--- src/rtl/piece_ctrl_if.sv ---
// Bus bundle between the falling-piece controller and its surroundings:
// input/command side, shape-ROM lookup, board collision query, lock handshake.
interface piece_ctrl_if;
  logic        start;
  logic [2:0]  spawn_type;
  logic        cmd_valid;
  logic [1:0]  cmd;
  logic        cmd_ready;
  logic [2:0]  rom_type;
  logic [1:0]  rom_orient;
  logic [11:0] rom_mask;
  logic        q_valid;
  logic [9:0]  q_x;
  logic [9:0]  q_y;
  logic [11:0] q_mask;
  logic        q_ready;
  logic        q_hit;
  logic [9:0]  ref_x;
  logic [9:0]  ref_y;
  logic [11:0] blockNeighbors;
  logic        piece_active;
  logic        lock_valid;
  logic        lock_ready;
  logic        game_over;

  // master: the piece controller
  modport master (
    input  start, spawn_type, cmd_valid, cmd, rom_mask, q_ready, q_hit, lock_ready,
    output cmd_ready, rom_type, rom_orient, q_valid, q_x, q_y, q_mask,
           ref_x, ref_y, blockNeighbors, piece_active, lock_valid, game_over
  );

  // slave: board / input logic / ROM driving the controller
  modport slave (
    output start, spawn_type, cmd_valid, cmd, rom_mask, q_ready, q_hit, lock_ready,
    input  cmd_ready, rom_type, rom_orient, q_valid, q_x, q_y, q_mask,
           ref_x, ref_y, blockNeighbors, piece_active, lock_valid, game_over
  );
endinterface

--- src/rtl/piece_ctrl.sv ---
// Falling-piece controller: spawns a piece, applies move commands and gravity,
// validates each candidate position against field bounds and the board, and
// hands a landed piece to the board through the lock handshake.
module piece_ctrl #(
  parameter int SIZE       = 16,
  parameter int FIELD_X0   = 160,
  parameter int FIELD_Y0   = 80,
  parameter int COLS       = 10,
  parameter int ROWS       = 20,
  parameter int SPAWN_COL  = 4,
  parameter int GRAV_TICKS = 25_000_000
) (
  input logic          clk,
  input logic          rst_n,
  piece_ctrl_if.master bus
);

  typedef enum logic [2:0] {IDLE, READY, CHECK, QUERY, LOCK, OVER} state_t;
  typedef enum logic [1:0] {C_SPAWN, C_DOWN, C_SIDE} cause_t;

  localparam int              CW        = $clog2(GRAV_TICKS);
  localparam logic [CW-1:0]   GRAV_LAST = CW'(GRAV_TICKS - 1);
  localparam logic signed [11:0] COLS_S = 12'(COLS);
  localparam logic [11:0]     ROWS_U    = 12'(ROWS);

  state_t             state;
  cause_t             cause;
  logic [2:0]         typ;
  logic signed [11:0] col, cand_col;
  logic [9:0]         row, cand_row;
  logic [1:0]         orient, cand_orient;
  logic [CW-1:0]      grav_cnt;
  logic               grav_pend;
  logic               cmd_ready, q_valid, lock_valid, piece_active, game_over;
  logic [9:0]         q_x, q_y, ref_x, ref_y;
  logic [11:0]        q_mask, bn;
  logic               oob, reject;

  // Column offset of mask bit k relative to the reference cell.
  function automatic logic signed [11:0] cell_dc(input int k);
    case (k)
      0, 5, 8:     return -12'sd1;
      2, 7, 10:    return 12'sd1;
      3:           return 12'sd2;
      4:           return 12'sd3;
      default:     return 12'sd0;
    endcase
  endfunction

  // Row offset of mask bit k relative to the reference cell.
  function automatic logic [11:0] cell_dr(input int k);
    if (k <= 4)       return 12'd0;
    else if (k <= 7)  return 12'd1;
    else if (k <= 10) return 12'd2;
    else              return 12'd3;
  endfunction

  function automatic logic [9:0] px(input logic signed [11:0] c);
    logic signed [31:0] t;
    t = 32'(FIELD_X0) + 32'(c) * 32'(SIZE);
    return t[9:0];
  endfunction

  function automatic logic [9:0] py(input logic [9:0] r);
    logic [31:0] t;
    t = 32'(FIELD_Y0) + 32'(r) * 32'(SIZE);
    return t[9:0];
  endfunction

  // Any occupied cell of the candidate outside the field walls or below the floor.
  always_comb begin
    logic signed [11:0] cc;
    logic [11:0]        rr;
    oob = 1'b0;
    cc  = '0;
    rr  = '0;
    for (int k = 0; k < 12; k++) begin
      if (bus.rom_mask[k]) begin
        cc = cand_col + cell_dc(k);
        rr = {2'b00, cand_row} + cell_dr(k);
        if (cc < 12'sd0 || cc >= COLS_S || rr >= ROWS_U) oob = 1'b1;
      end
    end
  end

  // Candidate refused either by the bounds check or by the board.
  assign reject = (state == CHECK && oob) ||
                  (state == QUERY && bus.q_ready && bus.q_hit);

  // Main FSM; all outputs registered here.
  always_ff @(posedge clk) begin
    if (!rst_n) begin
      state        <= IDLE;
      cause        <= C_SPAWN;
      typ          <= '0;
      col          <= '0;
      row          <= '0;
      orient       <= '0;
      cand_col     <= '0;
      cand_row     <= '0;
      cand_orient  <= '0;
      grav_cnt     <= '0;
      grav_pend    <= 1'b0;
      cmd_ready    <= 1'b0;
      q_valid      <= 1'b0;
      lock_valid   <= 1'b0;
      piece_active <= 1'b0;
      game_over    <= 1'b0;
      q_x          <= '0;
      q_y          <= '0;
      q_mask       <= '0;
      ref_x        <= '0;
      ref_y        <= '0;
      bn           <= '0;
    end else begin
      case (state)
        IDLE, OVER: if (bus.start) begin
          typ         <= bus.spawn_type;
          cand_col    <= 12'(SPAWN_COL);
          cand_row    <= '0;
          cand_orient <= '0;
          cause       <= C_SPAWN;
          game_over   <= 1'b0;
          state       <= CHECK;
        end
        READY: begin
          cand_col    <= col;
          cand_row    <= row;
          cand_orient <= orient;
          if (bus.cmd_valid) begin
            // command beats a pending gravity step; the flag is kept for later
            cmd_ready <= 1'b0;
            state     <= CHECK;
            cause     <= (bus.cmd == 2'd3) ? C_DOWN : C_SIDE;
            case (bus.cmd)
              2'd0:    cand_col    <= col - 12'sd1;
              2'd1:    cand_col    <= col + 12'sd1;
              2'd2:    cand_orient <= orient + 2'd1;
              default: cand_row    <= row + 10'd1;
            endcase
          end else if (grav_pend) begin
            cmd_ready <= 1'b0;
            state     <= CHECK;
            cause     <= C_DOWN;
            cand_row  <= row + 10'd1;
            grav_pend <= 1'b0;
          end
        end
        CHECK: if (!oob) begin
          q_valid <= 1'b1;
          q_x     <= px(cand_col);
          q_y     <= py(cand_row);
          q_mask  <= bus.rom_mask;
          state   <= QUERY;
        end
        QUERY: if (bus.q_ready) begin
          q_valid <= 1'b0;
          if (!bus.q_hit) begin
            col          <= cand_col;
            row          <= cand_row;
            orient       <= cand_orient;
            bn           <= q_mask;
            ref_x        <= q_x;
            ref_y        <= q_y;
            piece_active <= 1'b1;
            cmd_ready    <= 1'b1;
            state        <= READY;
            if (cause == C_SPAWN) begin
              grav_cnt  <= '0;
              grav_pend <= 1'b0;
            end
          end
        end
        LOCK: if (bus.lock_ready) begin
          lock_valid   <= 1'b0;
          piece_active <= 1'b0;
          state        <= IDLE;
        end
        default: state <= IDLE;
      endcase

      // rejected candidate: outcome depends on what produced it
      if (reject) begin
        case (cause)
          C_SPAWN: begin
            state        <= OVER;
            game_over    <= 1'b1;
            piece_active <= 1'b0;
          end
          C_DOWN: begin
            state      <= LOCK;
            lock_valid <= 1'b1;
          end
          default: begin
            state     <= READY;
            cmd_ready <= 1'b1;
          end
        endcase
      end

      // gravity timebase runs only while the piece is waiting for input;
      // placed last so a wrap is never lost against a flag clear
      if (state == READY) begin
        if (grav_cnt == GRAV_LAST) begin
          grav_cnt  <= '0;
          grav_pend <= 1'b1;
        end else begin
          grav_cnt <= grav_cnt + 1'b1;
        end
      end
    end
  end

  assign bus.cmd_ready      = cmd_ready;
  assign bus.rom_type       = typ;
  assign bus.rom_orient     = (state == CHECK || state == QUERY) ? cand_orient : orient;
  assign bus.q_valid        = q_valid;
  assign bus.q_x            = q_x;
  assign bus.q_y            = q_y;
  assign bus.q_mask         = q_mask;
  assign bus.ref_x          = ref_x;
  assign bus.ref_y          = ref_y;
  assign bus.blockNeighbors = bn;
  assign bus.piece_active   = piece_active;
  assign bus.lock_valid     = lock_valid;
  assign bus.game_over      = game_over;

endmodule

--- src/flat_wrapper.sv ---
// flat-port wrapper written by rule: the top's interface ports become plain ports
module piece_ctrl_flat 
#(
  parameter int SIZE       = 16,
  parameter int FIELD_X0   = 160,
  parameter int FIELD_Y0   = 80,
  parameter int COLS       = 10,
  parameter int ROWS       = 20,
  parameter int SPAWN_COL  = 4,
  parameter int GRAV_TICKS = 25_000_000
)
  (clk, rst_n, bus_start, bus_spawn_type, bus_cmd_valid, bus_cmd, bus_rom_mask, bus_q_ready, bus_q_hit, bus_lock_ready, bus_cmd_ready, bus_rom_type, bus_rom_orient, bus_q_valid, bus_q_x, bus_q_y, bus_q_mask, bus_ref_x, bus_ref_y, bus_blockNeighbors, bus_piece_active, bus_lock_valid, bus_game_over);
  piece_ctrl_if bus_i ();
  input logic clk;
  input logic rst_n;
  input wire logic [$bits(bus_i.start)-1:0] bus_start;
  input wire logic [$bits(bus_i.spawn_type)-1:0] bus_spawn_type;
  input wire logic [$bits(bus_i.cmd_valid)-1:0] bus_cmd_valid;
  input wire logic [$bits(bus_i.cmd)-1:0] bus_cmd;
  input wire logic [$bits(bus_i.rom_mask)-1:0] bus_rom_mask;
  input wire logic [$bits(bus_i.q_ready)-1:0] bus_q_ready;
  input wire logic [$bits(bus_i.q_hit)-1:0] bus_q_hit;
  input wire logic [$bits(bus_i.lock_ready)-1:0] bus_lock_ready;
  output wire logic [$bits(bus_i.cmd_ready)-1:0] bus_cmd_ready;
  output wire logic [$bits(bus_i.rom_type)-1:0] bus_rom_type;
  output wire logic [$bits(bus_i.rom_orient)-1:0] bus_rom_orient;
  output wire logic [$bits(bus_i.q_valid)-1:0] bus_q_valid;
  output wire logic [$bits(bus_i.q_x)-1:0] bus_q_x;
  output wire logic [$bits(bus_i.q_y)-1:0] bus_q_y;
  output wire logic [$bits(bus_i.q_mask)-1:0] bus_q_mask;
  output wire logic [$bits(bus_i.ref_x)-1:0] bus_ref_x;
  output wire logic [$bits(bus_i.ref_y)-1:0] bus_ref_y;
  output wire logic [$bits(bus_i.blockNeighbors)-1:0] bus_blockNeighbors;
  output wire logic [$bits(bus_i.piece_active)-1:0] bus_piece_active;
  output wire logic [$bits(bus_i.lock_valid)-1:0] bus_lock_valid;
  output wire logic [$bits(bus_i.game_over)-1:0] bus_game_over;
  assign bus_i.start = bus_start;
  assign bus_i.spawn_type = bus_spawn_type;
  assign bus_i.cmd_valid = bus_cmd_valid;
  assign bus_i.cmd = bus_cmd;
  assign bus_i.rom_mask = bus_rom_mask;
  assign bus_i.q_ready = bus_q_ready;
  assign bus_i.q_hit = bus_q_hit;
  assign bus_i.lock_ready = bus_lock_ready;
  assign bus_cmd_ready = bus_i.cmd_ready;
  assign bus_rom_type = bus_i.rom_type;
  assign bus_rom_orient = bus_i.rom_orient;
  assign bus_q_valid = bus_i.q_valid;
  assign bus_q_x = bus_i.q_x;
  assign bus_q_y = bus_i.q_y;
  assign bus_q_mask = bus_i.q_mask;
  assign bus_ref_x = bus_i.ref_x;
  assign bus_ref_y = bus_i.ref_y;
  assign bus_blockNeighbors = bus_i.blockNeighbors;
  assign bus_piece_active = bus_i.piece_active;
  assign bus_lock_valid = bus_i.lock_valid;
  assign bus_game_over = bus_i.game_over;
  piece_ctrl #(.SIZE(SIZE), .FIELD_X0(FIELD_X0), .FIELD_Y0(FIELD_Y0), .COLS(COLS), .ROWS(ROWS), .SPAWN_COL(SPAWN_COL), .GRAV_TICKS(GRAV_TICKS)) u_core (.clk(clk), .rst_n(rst_n), .bus(bus_i));
endmodule
--- config.mk ---
export PLATFORM = sky130hd
export DESIGN_NAME = piece_ctrl_flat
export DESIGN_NICKNAME = d
export VERILOG_FILES = /design/src/rtl/piece_ctrl_if.sv /design/src/rtl/piece_ctrl.sv /design/src/flat_wrapper.sv
export SDC_FILE = /design/constraint.sdc
export NUM_CORES = 1
export LEC_CHECK = 0
export ABC_AREA = 1
export BUFFER_PORTS_ARGS = -buffer_cell sky130_fd_sc_hd__clkbuf_2
export CORE_UTILIZATION = 59
export DETAILED_ROUTE_END_ITERATION = 10
export GPL_TIMING_DRIVEN = 0
export PLACE_DENSITY_LB_ADDON = 0.08
export SLEW_MARGIN = 15
export SYNTH_ARGS = -nofsm -noshare
export SYNTH_HDL_FRONTEND = slang
export SYNTH_SLANG_ARGS = --single-unit
--- constraint.sdc ---
create_clock -name clk -period 3.4 [get_ports clk]
set_clock_uncertainty 0.2 [all_clocks]
set_input_delay 0.51 -clock clk [delete_from_list [all_inputs] [get_ports clk]]
set_output_delay 0.51 -clock clk [all_outputs]
set_load 0.05 [all_outputs]
==> results.py <==
metrics = {
    "routing": {
        "drt_iter0_drc": 691,
        "antenna_left": 0,
        "vias_per_cell": 5.60,
        "wl_per_cell_um": 15.0,
        "dr.pass1.iters": 6,
        "vias": 8447,
        "wl_mm": 22.6,
        "remaining_drc_errors": 0,
    },
    "cells_and_area": {
        "regArea_um2": 2700,
        "multiInputGateArea_um2": 4460,
        "drive_above_1_share": 0.129,
        "num_antenna_cells": 0,
        "area_growth_pct": 16.3,
        "fill_cells": 1187,
        "nets": 1373,
        "final_area_um2": 9310,
    },
    "die": {
        "rows": 42,
        "die_h_um": 119,
        "start_util": 0.605,
        "die_area_um2": 14000,
        "core_um2": 13200,
        "io_pins": 98,
        "die_w_um": 119,
    },
    "yosys": {
        "yosysMostFrequentCell": "nand2_1",
        "netlist_area_um2": 8010,
        "synthDistinctLibCells": 49,
        "syn_inst": 1206,
        "synthArstFlopShare": 0,
        "synth_area_leaders": "dfxtp_1, nand2_1, a21oi_1",
        "synth_area_leader_cell": "dfxtp_1",
        "synth_edf_count": 0,
        "synth_seq_cells": 135,
        "synth_warnings": 0,
        "syn_avg_cell_area_um2": 6.64,
        "yosysTopAreaCellShare": 0.337,
        "synth_common_cells": "nand2_1, a21oi_1, inv_1, dfxtp_1, o21ai_0",
        "ys.flop_type": "dfxtp_1",
        "yosysSeqAreaShare": 0.337,
    },
    "hold_path": {
        "min_path_cells": 3,
        "hold_path_class": "in -> reg",
    },
    "timing": {
        "fmaxAchievable_mhz": 316,
        "rsz0062_at_grt": "no",
        "tns_ns": 0,
        "max_slew.worst_pin.slew_ns": 0.978,
        "hold_viol": 0,
        "min_period_ns": 3.16,
        "timing.final.crit_share": 0.930,
        "drv_slew": 0,
        "slew_headroom": 0.345,
        "setup_viol": 0,
    },
    "clock_tree": {
        "cts-root-buf": "clkbuf_16",
        "clock_sink_count": 135,
        "htreeDepth": 4,
        "clock_latency_ns": 0.43,
        "cts_buffers": 17,
        "cts_tree": "built",
        "ctsHoldBuffers": 0,
        "cts_setup_buffers": 0,
        "cts_max_path_buffers": 2,
        "cts_resized": 0,
        "clk_pin_slew_ns": 0.06,
    },
    "pwr": {
        "vdd_drop_max_mv": 0.429,
        "p_int_uw": 3310,
        "finalPower_uw": 5180,
        "p_per_area_nw_per_um2": 556,
        "leakage_uw": 0.00413,
        "power.share.switching": 0.362,
        "pwr-share-comb": 0.289,
        "p_switching_uw": 1870,
        "p_seq_frac": 0.341,
        "clockPowerShare": 0.370,
    },
    "setup_path": {
        "crit_fanout": 9,
        "r2r_cells": 19,
        "critPathKind": "reg -> reg",
        "critPathCaptureType": "register",
        "startpoint_type": "register",
        "crit_arrival_ns": 3.31,
        "cp.required_ns": 3.55,
        "r2r_setup_slack_ns": 0.24,
    },
    "global_routing": {
        "grt_pass1_vias": 7792,
        "grt_pass1_wl_mm": 37.2,
        "antenna_found_initial": 0,
        "gr-usage-all-layers": 0.331,
        "overflow": 0,
        "grt_max_degree": 17,
    },
    "placement": {
        "portBuffers": 80,
        "dpl.hpwl_mm": 16.9,
        "placed_area_um2": 8690,
        "gp_congestion": 0.956,
    },
    "outcome": {
        "status": "complete, no violations",
    },
    "flow_run": {
        "cap_violations": 0,
    },
}
power by group through the flow:
| stage | clock, uW | combinational, uW | sequential (uW) |
|---|---|---|---|
| 2_1_floorplan | 0 | 912 | 1980 |
| 3_3_place_gp | 0 | 1450 | 1800 |
| 3_5_place_dp | 0 | 1470 | 1800 |
| 4_1_cts | 1930 | 1480 | 1760 |
| 5_1_grt | 1990 | 1660 | 1780 |
| 6_report | 1920 | 1500 | 1770 |
critical path, cell delays in order, from the launching register on:
cell and delay (ns):
dfxtp_1 0.53, inv_2 0.18, ha_1 0.26, nand2_1 0.13, nand2_1 0.13, o21ai_0 0.18
nand2_1 0.07, nor2_1 0.08, nand2_1 0.08, nor2_2 0.17, nand3_1 0.10, nand2_1 0.07
nand2_1 0.06, nor2_2 0.15, nand3_1 0.10, nand2_1 0.18, nand2_2 0.12, nand2_1 0.11
nand3_1 0.07, a21oi_1 0.12
layout by cell type (no fill, tap or decap), drive strengths merged, types with 3 or more instances in the layout:
cell / netlist / final
clkinv: 1 / 8
nor3b: 6 / 6
nor2: 119 / 119
inv: 138 / 139
clkbuf: 34 / 135
nor4: 5 / 5
nor3: 22 / 22
bufinv: 0 / 3
buf: 36 / 35
o21ai: 124 / 124
xor2: 24 / 24
a31oi: 6 / 6
xnor2: 3 / 3
a21oi: 151 / 151
o221ai: 3 / 3
nand3: 71 / 71
a211oi: 4 / 4
dfxtp: 135 / 135
nand2: 244 / 244
conb: 1 / 16
ha: 28 / 28
nand4: 18 / 18
a21o: 5 / 5
o211ai: 7 / 7
or2: 3 / 3
path summary, 6_finish.rpt:
kind	to	from
max	u_core.state[0]	u_core.cand_col[1]
min	u_core.bus.rom_type[1]	bus_spawn_type[1]
min reg2reg	u_core.bus.game_over	u_core.bus.game_over
max reg2reg	u_core.state[0]	u_core.cand_col[1]
layer usage:
layer	share of wire	track usage	wire length, um
met5	0	0	0
met4	0.030	0.145	682
met3	0.058	0.0487	1300
met2	0.48	0.560	10800
met1	0.43	0.417	9810
kinds of logic (layout without fill, tap and decap cells):
kind of cell	Yosys count	count (layout)	synth area share
simple gates	491	491	0.262
compound gates	314	314	0.210
buf+inv	209	321	0.114
flops	135	135	0.337
fa+ha+maj	29	29	0.0462
xor+xnor	27	27	0.0295
other cells	1	16	0.000468
stage by stage:
| step | instances | setup slack (ns) | utilization | hold WS, ns |
|---|---|---|---|---|
| floorplan | 1221 | 0.670 | - | 0.245 |
| global placement | 1477 | 0.128 | 0.656 | 0.259 |
| detailed placement | 1477 | 0.0953 | 0.656 | 0.265 |
| CTS | 1509 | 0.0655 | 0.702 | 0.127 |
| global route | 1509 | 0.00707 | 0.703 | 0.191 |
| finish | 1509 | 0.237 | 0.703 | 0.129 |
final cells by class:
type,instances,share of cell area
plain buffers,70,0.0427
clock buffers,20,0.0501
clock inverters,12,0.0160
inverters,139,0.0560
multi-input cells,877,0.478
flip-flops and latches,135,0.290
well taps,176,0.0236
repair buffers,80,0.0430
flip-flops by register name, indices dropped and copies added, names as in the netlist, 10 cells and up:
| register | flops |
|---|---|
| u_core.cand_col | 12 |
| u_core.bus.q_mask | 12 |
| u_core.bus.blockNeighbors | 12 |
| u_core.cand_row | 10 |
| u_core.grav_cnt | 25 |
| u_core.row | 10 |
| u_core.col | 12 |
No activity file was read; power rests on OpenSTA's default activity.
